--- config.mk ---
export PLATFORM = sky130hd
export DESIGN_NAME = binary_game_core_flat
export DESIGN_NICKNAME = d
export VERILOG_FILES = /design/src/rtl/binary_game_if.sv /design/src/rtl/binary_game_core.sv /design/src/flat_wrapper.sv
export SDC_FILE = /design/constraint.sdc
export NUM_CORES = 1
export LEC_CHECK = 0
export ABC_CLOCK_PERIOD_IN_PS = 5200
export CORE_UTILIZATION = 55
export CTS_BUF_LIST = sky130_fd_sc_hd__clkbuf_4
export DETAILED_ROUTE_END_ITERATION = 12
export GPL_ROUTABILITY_DRIVEN = 0
export PLACE_DENSITY = 0.74
export SETUP_SLACK_MARGIN = 0.1
export SYNTH_ARGS = -nofsm -noshare
export SYNTH_HDL_FRONTEND = slang
export SYNTH_SLANG_ARGS = --single-unit
--- constraint.sdc ---
create_clock -name clk -period 5.2 [get_ports clk]
set_input_delay 1.3 -clock clk [delete_from_list [all_inputs] [get_ports clk]]
set_output_delay 1.3 -clock clk [all_outputs]
set_load 0.05 [all_outputs]
--- src/rtl/binary_game_if.sv ---
// Player-side bundle for the binary guessing game core: switch/button inputs
// in, game status out toward the display driver.
interface binary_game_if #(
    parameter int WIDTH = 4
);
    logic             start;
    logic             guess;
    logic [WIDTH-1:0] switches;
    logic [WIDTH-1:0] target;
    logic [2:0]       state;
    logic [7:0]       level;
    logic [2:0]       lives;
    logic [4:0]       timeleft;
    logic             last_hit;

    modport master (
        output start, guess, switches,
        input  target, state, level, lives, timeleft, last_hit
    );

    modport slave (
        input  start, guess, switches,
        output target, state, level, lives, timeleft, last_hit
    );
endinterface

--- src/rtl/binary_game_core.sv ---
// Binary guessing game controller: LFSR target generation, per-level countdown,
// guess evaluation, level progression and lives, all in one registered FSM.
//
// state  | meaning
// IDLE   | powered up, waiting for start
// ARM    | one cycle: load new target and round time
// PLAY   | countdown running, waiting for a guess
// RESULT | show outcome for HOLD_CYC cycles, then decide
// OVER   | out of lives, outputs frozen until start
// WIN    | matched at MAX_LEVEL, outputs frozen until start
module binary_game_core #(
    parameter int          WIDTH         = 4,
    parameter int          TICKS_PER_SEC = 50000000,
    parameter int          INIT_TIME     = 20,
    parameter int          TIME_STEP     = 2,
    parameter int          MIN_TIME      = 3,
    parameter int          LIVES         = 3,
    parameter int          MAX_LEVEL     = 10,
    parameter int          HOLD_CYC      = 100000000,
    parameter logic [15:0] SEED          = 16'hACE1
) (
    input  logic          clk,
    input  logic          rst_n,
    binary_game_if.slave  bus
);
    localparam logic [2:0] S_IDLE   = 3'd0;
    localparam logic [2:0] S_ARM    = 3'd1;
    localparam logic [2:0] S_PLAY   = 3'd2;
    localparam logic [2:0] S_RESULT = 3'd3;
    localparam logic [2:0] S_OVER   = 3'd4;
    localparam logic [2:0] S_WIN    = 3'd5;

    localparam int PW = (TICKS_PER_SEC > 1) ? $clog2(TICKS_PER_SEC) : 1;
    localparam int HW = (HOLD_CYC > 1) ? $clog2(HOLD_CYC) : 1;
    localparam logic [PW-1:0] PRE_LAST  = PW'(TICKS_PER_SEC - 1);
    localparam logic [HW-1:0] HOLD_LAST = HW'(HOLD_CYC - 1);
    localparam logic [2:0]    LIVES_INIT = 3'(LIVES);
    localparam logic [7:0]    LEVEL_MAX  = 8'(MAX_LEVEL);

    logic [15:0]      lfsr_q;
    logic [15:0]      lfsr_next;
    logic [2:0]       state_q;
    logic [7:0]       level_q;
    logic [2:0]       lives_q;
    logic [4:0]       timeleft_q;
    logic [WIDTH-1:0] target_q;
    logic             last_hit_q;
    logic [PW-1:0]    pre_q;
    logic [HW-1:0]    hold_q;

    logic [WIDTH-1:0] cand;
    logic [WIDTH-1:0] next_target;
    logic [2:0]       lives_dec;
    logic             pre_wrap;

    // Signed arithmetic so a large level never underflows below MIN_TIME.
    function automatic logic [4:0] round_time(input logic [7:0] lvl);
        int t;
        t = INIT_TIME - (int'(lvl) - 1) * TIME_STEP;
        if (t < MIN_TIME) t = MIN_TIME;
        return 5'(t);
    endfunction

    assign lfsr_next   = {1'b0, lfsr_q[15:1]} ^ (lfsr_q[0] ? 16'hB400 : 16'h0000);
    assign cand        = lfsr_q[WIDTH-1:0];
    assign next_target = (cand == target_q) ? (cand ^ WIDTH'(1)) : cand;
    assign lives_dec   = (lives_q == 3'd0) ? 3'd0 : lives_q - 3'd1;
    assign pre_wrap    = (pre_q == PRE_LAST);

    always_ff @(posedge clk or negedge rst_n) begin
        if (!rst_n) begin
            lfsr_q     <= SEED;
            state_q    <= S_IDLE;
            level_q    <= 8'd0;
            lives_q    <= 3'd0;
            timeleft_q <= 5'd0;
            target_q   <= '0;
            last_hit_q <= 1'b0;
            pre_q      <= '0;
            hold_q     <= '0;
        end else begin
            lfsr_q <= lfsr_next;
            case (state_q)
                S_IDLE, S_OVER, S_WIN: begin
                    if (bus.start) begin
                        level_q <= 8'd1;
                        lives_q <= LIVES_INIT;
                        state_q <= S_ARM;
                    end
                end
                S_ARM: begin
                    target_q   <= next_target;
                    timeleft_q <= round_time(level_q);
                    pre_q      <= '0;
                    state_q    <= S_PLAY;
                end
                S_PLAY: begin
                    // A guess on the expiry cycle wins; the tick is dropped.
                    if (bus.guess) begin
                        last_hit_q <= (bus.switches == target_q);
                        if (bus.switches != target_q) lives_q <= lives_dec;
                        hold_q  <= '0;
                        state_q <= S_RESULT;
                    end else if (pre_wrap) begin
                        pre_q <= '0;
                        if (timeleft_q <= 5'd1) begin
                            timeleft_q <= 5'd0;
                            last_hit_q <= 1'b0;
                            lives_q    <= lives_dec;
                            hold_q     <= '0;
                            state_q    <= S_RESULT;
                        end else begin
                            timeleft_q <= timeleft_q - 5'd1;
                        end
                    end else begin
                        pre_q <= pre_q + PW'(1);
                    end
                end
                S_RESULT: begin
                    if (hold_q == HOLD_LAST) begin
                        if (last_hit_q && level_q >= LEVEL_MAX) begin
                            state_q <= S_WIN;
                        end else if (last_hit_q) begin
                            level_q <= level_q + 8'd1;
                            state_q <= S_ARM;
                        end else if (lives_q == 3'd0) begin
                            state_q <= S_OVER;
                        end else begin
                            state_q <= S_ARM;
                        end
                    end else begin
                        hold_q <= hold_q + HW'(1);
                    end
                end
                default: state_q <= S_IDLE;
            endcase
        end
    end

    assign bus.target   = target_q;
    assign bus.state    = state_q;
    assign bus.level    = level_q;
    assign bus.lives    = lives_q;
    assign bus.timeleft = timeleft_q;
    assign bus.last_hit = last_hit_q;
endmodule

--- src/flat_wrapper.sv ---
// flat-port wrapper written by rule: the top's interface ports become plain ports
module binary_game_core_flat 
#(
    parameter int          WIDTH         = 4,
    parameter int          TICKS_PER_SEC = 50000000,
    parameter int          INIT_TIME     = 20,
    parameter int          TIME_STEP     = 2,
    parameter int          MIN_TIME      = 3,
    parameter int          LIVES         = 3,
    parameter int          MAX_LEVEL     = 10,
    parameter int          HOLD_CYC      = 100000000,
    parameter logic [15:0] SEED          = 16'hACE1
)
  (clk, rst_n, bus_start, bus_guess, bus_switches, bus_target, bus_state, bus_level, bus_lives, bus_timeleft, bus_last_hit);
  binary_game_if #(.WIDTH(WIDTH)) bus_i ();
  input  logic clk;
  input  logic rst_n;
  input wire logic [$bits(bus_i.start)-1:0] bus_start;
  input wire logic [$bits(bus_i.guess)-1:0] bus_guess;
  input wire logic [$bits(bus_i.switches)-1:0] bus_switches;
  output wire logic [$bits(bus_i.target)-1:0] bus_target;
  output wire logic [$bits(bus_i.state)-1:0] bus_state;
  output wire logic [$bits(bus_i.level)-1:0] bus_level;
  output wire logic [$bits(bus_i.lives)-1:0] bus_lives;
  output wire logic [$bits(bus_i.timeleft)-1:0] bus_timeleft;
  output wire logic [$bits(bus_i.last_hit)-1:0] bus_last_hit;
  assign bus_i.start = bus_start;
  assign bus_i.guess = bus_guess;
  assign bus_i.switches = bus_switches;
  assign bus_target = bus_i.target;
  assign bus_state = bus_i.state;
  assign bus_level = bus_i.level;
  assign bus_lives = bus_i.lives;
  assign bus_timeleft = bus_i.timeleft;
  assign bus_last_hit = bus_i.last_hit;
  binary_game_core #(.WIDTH(WIDTH), .TICKS_PER_SEC(TICKS_PER_SEC), .INIT_TIME(INIT_TIME), .TIME_STEP(TIME_STEP), .MIN_TIME(MIN_TIME), .LIVES(LIVES), .MAX_LEVEL(MAX_LEVEL), .HOLD_CYC(HOLD_CYC), .SEED(SEED)) u_core (.clk(clk), .rst_n(rst_n), .bus(bus_i));
endmodule
==> run metrics <==
status finished with violations; failing checks DRC; Yosys cell types 65; grt total ovfl 0; post-layout min period 3614 ps; synthesized instance count 563; Layout Skew 22.24 ps; CTS root buf clkbuf_4; setup violators final 0; Syn Area/Cell 9.065 um2; nets@finish 599; Resized cells post-CTS 0; Startpoint Class input port; initial antenna violation count 0; Initial Util 0.5768; # diodes 0; Min-Delay Path Class flop to flop; antenna viol nets, final 0; WP data required 5560 ps; Residual DRC 1; Max-cap violations 0; Max Freq 276.7 MHz; sequential fraction of the synthesis area 0.4580; RR Endpoint u_core.hold_q[23]; WP data arrival 3980 ps; Leakage 2.236 nW; number of I/O port buffers 31; CTS Buf Count 9; worst reg2reg setup slack 1960 ps; Max IR drop VDD 186.8 uV; overall global routing resource usage 0.2593; Critical Path Source bus_guess; Worst-Margin Slew 1078 ps; Total Power Consumption 0.001785 W; Pre-Repair DR Iteration Count 10; Core Region 8848 um2; unrepaired setup endpoints after global routing false; wire per inst 17.14 um; Reg clk slew, reported paths 150 ps; Critical Path Sink u_core.hold_q[17]; first-pass GRT wire length 19940 um; Routed WL 11930 um; DR vias 4451; pwr dens 319.5 nW/um2; crit path kind input port to flop; die width 98.33 um; full die area 9669 um2; endpoint class of the critical path flop; worst skew pair latency 450 ps; area grow syn2layout 9.463%; Synth Net Count 579; hold buffers post-CTS 0; CTS sink cnt 93; vias per cell 6.395; H-tree Lvls 3; setup slack at placement 1174 ps; FF-to-FF path depth 6; Placement Rows 34; Worst Setup Slack, final 1586 ps; EDFF count, synth 0; chip height 98.33 um; synthesized area 5104 um2; detailed placement HPWL 8309 um; post-CTS setup buffers 0; pin count of the biggest net entering global routing 52; Clock Tree Buf Depth 2; number of global-route vias before repair 4112; Final Slew Violations 0; final core area utilization 0.6314; Tcrit/Tclk final 0.6950; sum of negative setup slack 0 ps; CTS tree yes; DRT iter0 DRCs 207; register bit total from synthesis 93; max_slew headroom 0.2762; main flop type after synthesis dfrtp_1; largest driver fanout on the critical path 34; Fin. Hold Viols 0; layout cells sized above 1 0.06973; I/O pin count 32; Worst R2R Start u_core.pre_q[4]; synth warn 0; FFs w/ async S/R, synth 1.000
[worst max-delay path: stages]
cell	delay, ps
clkdlybuf4s50_1	500
or4b_2	830
o21ai_2	880
o21ai_0	260
a21oi_1	200
[cells by family (layout without fill, tap and decap cells)]
| logic type | after synthesis | count (layout) | share of synthesized area |
|---|---|---|---|
| AOI/OAI and AO/OA | 148 | 148 | 0.1802 |
| buffers and inverters | 36 | 61 | 0.02721 |
| and+or+nand+nor | 253 | 253 | 0.2721 |
| DFF | 93 | 93 | 0.4580 |
| adders and majority gates | 8 | 8 | 0.01961 |
| xor gates and xnor gates | 25 | 25 | 0.04290 |
[area by class of cell]
cell class | instances | area (um2)
Timing Repair Buffer | 33 | 322.8
Clock buffer | 9 | 67.56
Multi-Input combinational cell | 434 | 2628
Sequential cell | 93 | 2337
Inverter | 12 | 45.04
Fill cell | 754 | 3262
Clock inverter | 7 | 51.30
Tap cell | 108 | 135.1
[cells in the mapped netlist, drive strengths merged, types with 7 or more instances]
library cell | instances | area, um2
or3 | 22 | 137.6
nand2 | 55 | 206.5
nand4 | 16 | 100.1
o21ai | 53 | 269.0
dfstp | 8 | 210.2
nand2b | 7 | 43.79
a31oi | 8 | 50.05
clkbuf | 21 | 80.07
o211ai | 7 | 57.55
nor3 | 20 | 100.1
ha | 8 | 100.1
xor2 | 14 | 122.6
xnor2 | 11 | 96.34
or4 | 15 | 112.6
o31ai | 9 | 67.56
dfrtp | 85 | 2127
and3 | 10 | 62.56
nor2 | 52 | 195.2
a21oi | 36 | 180.2
nand3 | 18 | 102.6
nor4 | 8 | 65.06
inv | 12 | 45.04
[layer usage]
layer | wire [um] | vias up | track usage
li1 | - | 2136 | -
met1 | 5274 | 2180 | 0.3492
met2 | 5937 | 118 | 0.4296
met3 | 576 | 17 | 0.05225
met4 | 144 | 0 | 0.06774
met5 | 0 | - | 0
[registers in the layout (all words and copies together), names as in the netlist]
register and count:
u_core.bus.target 4, u_core.bus.state 3, u_core.bus.level 8, u_core.bus.last_hit 1
u_core.lfsr_q 16, u_core.bus.timeleft 5, u_core.bus.lives 3, u_core.hold_q 27
u_core.pre_q 26
[worst min-delay path by stage]
stage / from / endpoint / slack, ps / cells past startpoint
floorplan: u_core.lfsr_q[4] / u_core.lfsr_q[3] / 330 / 0
global placement: u_core.lfsr_q[9] / u_core.lfsr_q[8] / 330 / 0
detailed placement: u_core.lfsr_q[8] / u_core.lfsr_q[7] / 340 / 0
CTS: u_core.lfsr_q[6] / u_core.lfsr_q[5] / 370 / 0
global route: u_core.lfsr_q[9] / u_core.lfsr_q[8] / 360 / 0
finish: u_core.lfsr_q[6] / u_core.lfsr_q[5] / 370 / 0
[cell usage in the layout (no fill, tap or decap), types with 4 or more instances in the layout]
cell type / instances
dfrtp_1: 85
nand2_1: 55
nor2_1: 52
o21ai_0: 51
a21oi_1: 36
clkdlybuf4s50_1: 30
or3_1: 22
nor3_1: 20
nand3_1: 17
nand4_1: 16
or4_1: 15
xor2_1: 14
inv_1: 12
xnor2_1: 11
and3_1: 10
o31ai_1: 9
clkbuf_4: 9
a31oi_1: 8
ha_1: 8
dfstp_2: 8
nor4_1: 7
nand2b_1: 7
o211ai_1: 6
nor4b_1: 5
a211oi_1: 5
nor2b_1: 4
a41oi_1: 4
and4_1: 4
[stage by stage]
stage / instances / cell area, um2 / hold WS, ps
floorplan: 563 / 5104 / 331.2
global placement: 680 / 5468 / 333.3
detailed placement: 680 / 5468 / 339.9
CTS: 696 / 5587 / 366.9
global route: 696 / 5587 / 361.8
finish: 696 / 5587 / 366.0
[where the power goes]
part | switching [W] | leakage [nW] | internal (W)
logic | 0.000360 | 0.950 | 0.000182
clock network | 0.000255 | 0.0639 | 0.000100
registers | 0.0000962 | 1.22 | 0.000791
No activity file was read; power rests on OpenSTA's default activity.
